===== config.mk =====
export PLATFORM = sky130hd
export DESIGN_NAME = uart_tx
export DESIGN_NICKNAME = d
export VERILOG_FILES = /design/src/rtl/uart_tx_pkg.sv /design/src/rtl/uart_fifo.sv /design/src/rtl/uart_tx.sv
export SDC_FILE = /design/constraint.sdc
export NUM_CORES = 1
export LEC_CHECK = 0
export ABC_AREA = 1
export CORE_AREA = 4 4 139 141
export CTS_BUF_LIST = sky130_fd_sc_hd__clkbuf_2
export DETAILED_ROUTE_END_ITERATION = 7
export DIE_AREA = 0 0 143 145
export GPL_TIMING_DRIVEN = 0
export PLACE_DENSITY = 0.59
export SLEW_MARGIN = 0
export SYNTH_ARGS = -nofsm -noshare
export SYNTH_HDL_FRONTEND = slang
export SYNTH_SLANG_ARGS = --single-unit

===== constraint.sdc =====
create_clock -name clock -period 3.3 [get_ports clock]
set_input_delay 0.99 -clock clock [delete_from_list [all_inputs] [get_ports clock]]
set_output_delay 0.99 -clock clock [all_outputs]
set_load 0.1 [all_outputs]

===== src/rtl/uart_tx_pkg.sv =====
// Shared UART package.
//   uart_tx_state_e : transmit FSM state encoding
//   UART_FIFO_DEPTH : default depth of the TX/RX FIFOs
package packages;

  typedef enum logic [2:0] {
    TX_IDLE,
    TX_START,
    TX_DATA,
    TX_PARITY,
    TX_STOP
  } uart_tx_state_e;

  localparam int UART_FIFO_DEPTH = 8;

endpackage


===== src/rtl/uart_fifo.sv =====
// Synchronous FIFO shared by the UART transmit and receive paths.
// Ports:
//   clock, reset      : clock and synchronous active-high reset
//   push, wr_data     : write request and data (dropped when full)
//   pop               : read request (ignored when empty)
//   rd_data           : current head entry
//   full, empty       : occupancy flags derived from the registered count
//   count             : number of stored entries
module uart_fifo #(
  parameter  int DATA_W     = 8,
  parameter  int FIFO_DEPTH = 8,
  localparam int PTR_W      = $clog2(FIFO_DEPTH),
  localparam int CNT_W      = PTR_W + 1
) (
  input  logic              clock,
  input  logic              reset,
  input  logic              push,
  input  logic [DATA_W-1:0] wr_data,
  input  logic              pop,
  output logic [DATA_W-1:0] rd_data,
  output logic              full,
  output logic              empty,
  output logic [CNT_W-1:0]  count
);

  logic [DATA_W-1:0] mem [FIFO_DEPTH];
  logic [PTR_W-1:0]  wr_ptr;
  logic [PTR_W-1:0]  rd_ptr;
  logic              push_ok;
  logic              pop_ok;

  // A push while full is dropped even if a pop frees a slot in the same cycle.
  assign push_ok = push && !full;
  assign pop_ok  = pop && !empty;

  assign full    = (count == CNT_W'(FIFO_DEPTH));
  assign empty   = (count == '0);
  assign rd_data = mem[rd_ptr];

  always_ff @(posedge clock) begin
    if (reset) begin
      wr_ptr <= '0;
      rd_ptr <= '0;
      count  <= '0;
    end else begin
      // Pointers wrap naturally because the depth is a power of two.
      if (push_ok) wr_ptr <= wr_ptr + 1'b1;
      if (pop_ok)  rd_ptr <= rd_ptr + 1'b1;
      case ({push_ok, pop_ok})
        2'b10:   count <= count + 1'b1;
        2'b01:   count <= count - 1'b1;
        default: count <= count;
      endcase
    end
  end

  always_ff @(posedge clock) begin
    if (push_ok) mem[wr_ptr] <= wr_data;
  end

endmodule


===== src/rtl/uart_tx.sv =====
// UART serial transmitter.
// Ports:
//   clock, reset            : clock and synchronous active-high reset
//   tx_fifo_wr_en/_data     : byte push into the TX FIFO
//   parity_en, parity       : parity enable and type (0 even, 1 odd)
//   stop_bit                : 0 = one stop bit, 1 = two
//   uart_en, tx_en          : enables; both needed to start a new frame
//   baud_rate               : clock cycles per bit (0 and 1 both mean 1)
//   tx                      : registered serial output, idles high
//   tx_fifo_full/_empty     : FIFO status
//   busy                    : FSM active or FIFO non-empty
//   tx_done                 : one-cycle pulse in the last stop-bit cycle
module uart_tx
  import packages::*;
#(
  parameter int FIFO_DEPTH = UART_FIFO_DEPTH,
  parameter int DATA_W     = 8
) (
  input  logic        clock,
  input  logic        reset,
  input  logic        tx_fifo_wr_en,
  input  logic [7:0]  tx_fifo_data,
  input  logic        parity_en,
  input  logic        parity,
  input  logic        stop_bit,
  input  logic        uart_en,
  input  logic        tx_en,
  input  logic [15:0] baud_rate,
  output logic        tx,
  output logic        tx_fifo_full,
  output logic        tx_fifo_empty,
  output logic        busy,
  output logic        tx_done
);

  localparam int BIT_W = (DATA_W > 2) ? $clog2(DATA_W) : 1;
  localparam int CNT_W = $clog2(FIFO_DEPTH) + 1;

  uart_tx_state_e     state, state_n;
  logic [15:0]        baud_cnt;
  logic [BIT_W-1:0]   bit_cnt;
  logic               baud_tick;
  logic               pop;
  logic               tx_n;
  logic               done_n;
  logic [7:0]         fifo_rd;
  logic [CNT_W-1:0]   fifo_count;

  // Frame configuration captured at pop time so register writes mid-frame
  // cannot disturb the frame on the line.
  logic [DATA_W-1:0]  shift;
  logic               frame_par_en;
  logic               frame_par_bit;
  logic               frame_stop2;
  logic [15:0]        frame_n;

  // Divisors below 2 saturate to one cycle per bit.
  function automatic logic [15:0] bit_time(input logic [15:0] b);
    return (b < 16'd2) ? 16'd1 : b;
  endfunction

  uart_fifo #(
    .DATA_W     (8),
    .FIFO_DEPTH (FIFO_DEPTH)
  ) u_fifo (
    .clock   (clock),
    .reset   (reset),
    .push    (tx_fifo_wr_en),
    .wr_data (tx_fifo_data),
    .pop     (pop),
    .rd_data (fifo_rd),
    .full    (tx_fifo_full),
    .empty   (tx_fifo_empty),
    .count   (fifo_count)
  );

  assign baud_tick = (state != TX_IDLE) && (baud_cnt == frame_n - 16'd1);
  assign busy      = (state != TX_IDLE) || (fifo_count != '0);

  always_comb begin
    state_n = state;
    pop     = 1'b0;
    tx_n    = 1'b1;
    done_n  = 1'b0;
    case (state)
      TX_IDLE: begin
        if (uart_en && tx_en && !tx_fifo_empty) begin
          pop     = 1'b1;
          state_n = TX_START;
        end
      end
      TX_START: begin
        tx_n = 1'b0;
        if (baud_tick) state_n = TX_DATA;
      end
      TX_DATA: begin
        tx_n = shift[0];
        if (baud_tick && bit_cnt == BIT_W'(DATA_W - 1))
          state_n = frame_par_en ? TX_PARITY : TX_STOP;
      end
      TX_PARITY: begin
        tx_n = frame_par_bit;
        if (baud_tick) state_n = TX_STOP;
      end
      TX_STOP: begin
        if (baud_tick && (!frame_stop2 || bit_cnt == BIT_W'(1))) begin
          state_n = TX_IDLE;
          done_n  = 1'b1;
        end
      end
      default: state_n = TX_IDLE;
    endcase
  end

  // tx and tx_done are registered copies of the FSM decode, so the line
  // lags the state register by one cycle (pop edge, then start bit).
  always_ff @(posedge clock) begin
    if (reset) begin
      state    <= TX_IDLE;
      baud_cnt <= '0;
      bit_cnt  <= '0;
      tx       <= 1'b1;
      tx_done  <= 1'b0;
    end else begin
      state   <= state_n;
      tx      <= tx_n;
      tx_done <= done_n;
      if (state == TX_IDLE || baud_tick) baud_cnt <= '0;
      else                               baud_cnt <= baud_cnt + 16'd1;
      // bit_cnt restarts on every state change; within DATA it indexes the
      // data bit, within STOP it indexes the stop bit.
      if (state_n != state) bit_cnt <= '0;
      else if (baud_tick)   bit_cnt <= bit_cnt + 1'b1;
    end
  end

  always_ff @(posedge clock) begin
    if (pop) begin
      shift         <= fifo_rd[DATA_W-1:0];
      frame_par_en  <= parity_en;
      frame_par_bit <= (^fifo_rd[DATA_W-1:0]) ^ parity;
      frame_stop2   <= stop_bit;
      frame_n       <= bit_time(baud_rate);
    end else if (state == TX_DATA && baud_tick) begin
      shift <= shift >> 1;
    end
  end

endmodule


==> run summary <==
The number of pins with negative max-slew slack in the final report was 0. STA classifies the critical path endpoint as a primary output. The net switching power of the design came out at between 0.001 and 0.0015 W. The flip-flop and latch count after synthesis came out at 128.

The most area-hungry cell type in the Yosys netlist is sky130_fd_sc_hd__edfxtp_1. The instance count after placement with tap cells included came out at 940. By startpoint and endpoint, the worst setup path is classified as flip-flop to primary output. The length of the first detailed-routing pass in iterations came out at 4. The count of endpoints failing setup in the final report is 0.

By area the synthesized netlist is led by sky130_fd_sc_hd__edfxtp_1 (44%), sky130_fd_sc_hd__dfxtp_1 (12%), sky130_fd_sc_hd__nand2_1 (6.9%). In this run the horizontal extent of the chip is 143 µm. The CTS sink count came out at 128. STA puts the critical path data arrival time at between 2 and 2.5 ns. The worst hold path begins at u_fifo.count[0]$_SDFFE_PP0P_. The fraction of the yosys area taken by sequential cells is 0.553. The total internal power came out at 0.00239 W. The part of the power in registers came out at 0.517. Headroom to the max-slew limit came out at 0.354. Summed over all cells, the static leakage comes to 2.70 nW.

Across all layers, the routed design uses 4565 vias. Wires add up to 13.2 mm. The all-layer global routing usage is 0.136. The average cell area after synthesis came out at 9.31 µm². Of the total power, the share spent switching nets is 0.339. Counting along the longest clock path gives a buffer depth of 2. The number of cells on the worst reg-to-reg path came out at 15. For the worst-skew pair, the clock arrives at the later sink with an insertion delay of 0.73 ns. The estimated wirelength of the detail-placed design is 10.1 mm. The slew at the pin closest to its max-slew limit is 0.968 ns. The TritonCTS buffer count came out at 17.

The via count normalized by instance count came out at 4.68. In this run the critical register-to-register path is launched from state[0]$_SDFF_PP0_. At the end of routability-driven placement, the weighted congestion stood at ~0.8. The number of library cell types mapped by synthesis is 44. The count of port buffers added during placement came out at 36. The maximum number of pins on one net before global-route repair came out at 17. Of the total power, combinational logic draws 0.190. In this run the worst setup path begins at u_fifo.count[1]$_SDFFE_PP0P_. The tightest min-delay check is of the flip-flop to flip-flop type.

The number of placement rows came out at 49. TritonCTS built the clock tree. The total core area came out at 18000 µm². The non-filler instance count after layout came out at 975. The routed length per placed instance is 13.5 µm. Among all flip-flop cells after synthesis, the most frequent one is sky130_fd_sc_hd__edfxtp_1. The detailed router finished its first iteration with 288 violations. The via count of the first global-routing pass came out at 4502. In this run the power density over the cells is 497 nW/µm². The clock-pin slew of the registers on the worst-case setup and hold paths is 0.23 ns. The number of warning messages in the yosys log came out at 0. The total congestion overflow after global routing is 0. Of the cells placed in the final design, the portion with a size suffix greater than 1 is 0.113.

The die covers 20700 µm². The starting density of the core is 0.349. The number of nets in the finished design came out at between 700 and 800. The tool flagged a number of max-cap violations equal to 0.

The minimum clock period came out at approximately 3.1 ns. The worst ir drop on vdd is 0.427 mV. The data required time of the critical path came out at 2.31 ns. The gate count after technology mapping came out at 674. The number of nets in the synthesized netlist is roughly 720. Counting flops with an async set or reset pin after synthesis yields a share of 0.

The summed instance area of the synthesized netlist is 6280 µm². Of all nets on the critical path, the largest fanout is 4. The detail route stage leaves a number of antenna-violating nets equal to 0. CTS built an H-tree with a depth of 4. Setup repair after global routing left no endpoint under its margin. The upper clock frequency limit is approximately 330 MHz. Adding up every negative setup slack in the final design gives 0 ns. After filler insertion, the fill cell instance count of the layout stands at 1837. The flow ran to the end, and the final reports show no timing, DRC or antenna violations.

Clock tree synthesis selected as its root buffer the cell sky130_fd_sc_hd__clkbuf_2. In the finished design, the share of the clock period the worst path needs comes to 0.928. The I/O pin count came out at 37. STA classifies the critical path startpoint as a flip-flop. For this run, design rule violations remaining after detail routing come to 0.

The floorplan step set the die height to 145 µm. The initial antenna violation count was 1. The clock network fraction of design power came out at 0.294. The number of hold-slack violations in the final timing report was 0.

The area overhead of the layout relative to synthesis came out at 15.6%. Along the worst hold path, the cell count comes to 1. The worst clock skew is 0.0409 ns. The global-route wire length before repair is 22.1 mm. The count of flip-flops with a built-in enable after synthesis is 91. The share of Yosys cell area claimed by the top area cell type is 0.435.
## final cells by class
| class | instances | area [µm²] | area share |
|---|---|---|---|
| tap | 229 | 287 | 0.0395 |
| sequential | 128 | 3470 | 0.478 |
| buffer | 28 | 115 | 0.0159 |
| clock buffer | 17 | 85.1 | 0.0117 |
| antenna | 1 | 2.50 | 0.000345 |
| timing repair buffer | 39 | 385 | 0.0531 |
| clock inverter | 15 | 185 | 0.0255 |
| multi-input combinational | 448 | 2460 | 0.339 |
| inverter | 70 | 263 | 0.0362 |
## final timing paths
kind / to / slack, ns
setup reg to reg: u_fifo.count[3]$_SDFFE_PP0P_ / 0.39
hold / removal: u_fifo.count[0]$_SDFFE_PP0P_ / 0.50
setup / recovery: busy / 0.24
hold reg to reg: u_fifo.count[0]$_SDFFE_PP0P_ / 0.50
## synth_stat cells (4+ instances only)
| master | count |
|---|---|
| sky130_fd_sc_hd__nor2_1 | 105 |
| sky130_fd_sc_hd__ha_1 | 10 |
| sky130_fd_sc_hd__nor3b_1 | 6 |
| sky130_fd_sc_hd__o21ai_0 | 53 |
| sky130_fd_sc_hd__nor3_1 | 9 |
| sky130_fd_sc_hd__o211ai_1 | 8 |
| sky130_fd_sc_hd__clkbuf_1 | 25 |
| sky130_fd_sc_hd__xor2_1 | 10 |
| sky130_fd_sc_hd__edfxtp_1 | 91 |
| sky130_fd_sc_hd__inv_2 | 4 |
| sky130_fd_sc_hd__o22ai_1 | 6 |
| sky130_fd_sc_hd__dfxtp_1 | 37 |
| sky130_fd_sc_hd__nor2_2 | 7 |
| sky130_fd_sc_hd__a21oi_1 | 15 |
| sky130_fd_sc_hd__nor2_4 | 5 |
| sky130_fd_sc_hd__nand4_1 | 8 |
| sky130_fd_sc_hd__mux2i_1 | 6 |
| sky130_fd_sc_hd__nand3b_1 | 5 |
| sky130_fd_sc_hd__nand2_1 | 115 |
| sky130_fd_sc_hd__xnor2_1 | 13 |
| sky130_fd_sc_hd__nand2_2 | 9 |
| sky130_fd_sc_hd__nor4_1 | 5 |
| sky130_fd_sc_hd__inv_1 | 66 |
| sky130_fd_sc_hd__nand3_1 | 27 |
## stage by stage
stage                     power (W)  utilization  worst slack, ns  hold slack, ns  area [µm²]
after floorplan             0.00238            -           0.0663           0.423        6310
after global placement      0.00258        0.387           -0.616           0.446        6950
after detailed placement    0.00259        0.388           -0.356           0.458        6970
after CTS                   0.00365        0.403           0.0415           0.489        7230
after global routing        0.00382        0.404          0.00400           0.520        7260
final                       0.00361        0.404            0.239           0.502        7260
## placed cells by master, fill, tap and decap left out, drive strengths merged, types with 5 or more instances in the layout
cell / n
nand2: 127
nor2: 118
edfxtp: 91
inv: 81
o21ai: 57
clkbuf: 43
dfxtp: 37
clkdlybuf4s50: 31
nand3: 31
a21oi: 16
xnor2: 13
xor2: 10
ha: 10
nand4: 9
nor3: 9
o211ai: 8
buf: 7
mux2i: 6
o22ai: 6
nor3b: 6
nor4: 6
nand3b: 5
## layer usage
layer | GRT usage | up-vias | wire length (µm)
met4 | 0.0461 | 0 | 242
met1 | 0.168 | 2105 | 6030
met5 | 0 | - | 0
li1 | - | 2389 | -
met3 | 0.0378 | 15 | 400
met2 | 0.227 | 56 | 6520
## flip-flops by register name (all words and copies together), names as in the netlist, named ones only
name,flops
u_fifo.count,4
u_fifo.mem,64
frame_n,16
frame_par_bit,1
state,3
frame_par_en,1
tx,1
bit_cnt,3
u_fifo.rd_ptr,3
shift,8
baud_cnt,16
tx_done,1
frame_stop2,1
u_fifo.wr_ptr,3
## critical path: stages, from the launching register on
cell	delay, ns
sky130_fd_sc_hd__dfxtp_1	0.39
sky130_fd_sc_hd__nor2_1	0.09
sky130_fd_sc_hd__inv_1	0.10
sky130_fd_sc_hd__nor3_4	0.32
sky130_fd_sc_hd__nand2_1	0.14
sky130_fd_sc_hd__buf_2	0.32
## power groups by stage
stage	clock network (W)	logic (W)	registers (W)
global route	0.00118	0.000767	0.00188
finish	0.00106	0.000684	0.00187
floorplan	0	0.000484	0.00189
global placement	0	0.000675	0.00190
CTS	0.00110	0.000680	0.00187
detailed placement	0	0.000691	0.00190
## logic make-up after synthesis
group	count (synthesis)	synth area share
muxes	7	0.0114
buffers and inverters	98	0.0602
xor gates and xnor gates	23	0.0321
and+or+nand+nor	313	0.235
DFF	128	0.553
adders and majority gates	11	0.0231
AOI/OAI and AO/OA	94	0.0851
## what timing repair did
action	CTS	global route
buffers inserted	0	2
endpoints found under the hold margin	0	0
pin swaps	0	2
hold buffers	0	0
resized for setup	13	3
setup endpoints to repair	3	5
No activity file was read; power rests on OpenSTA's default activity.
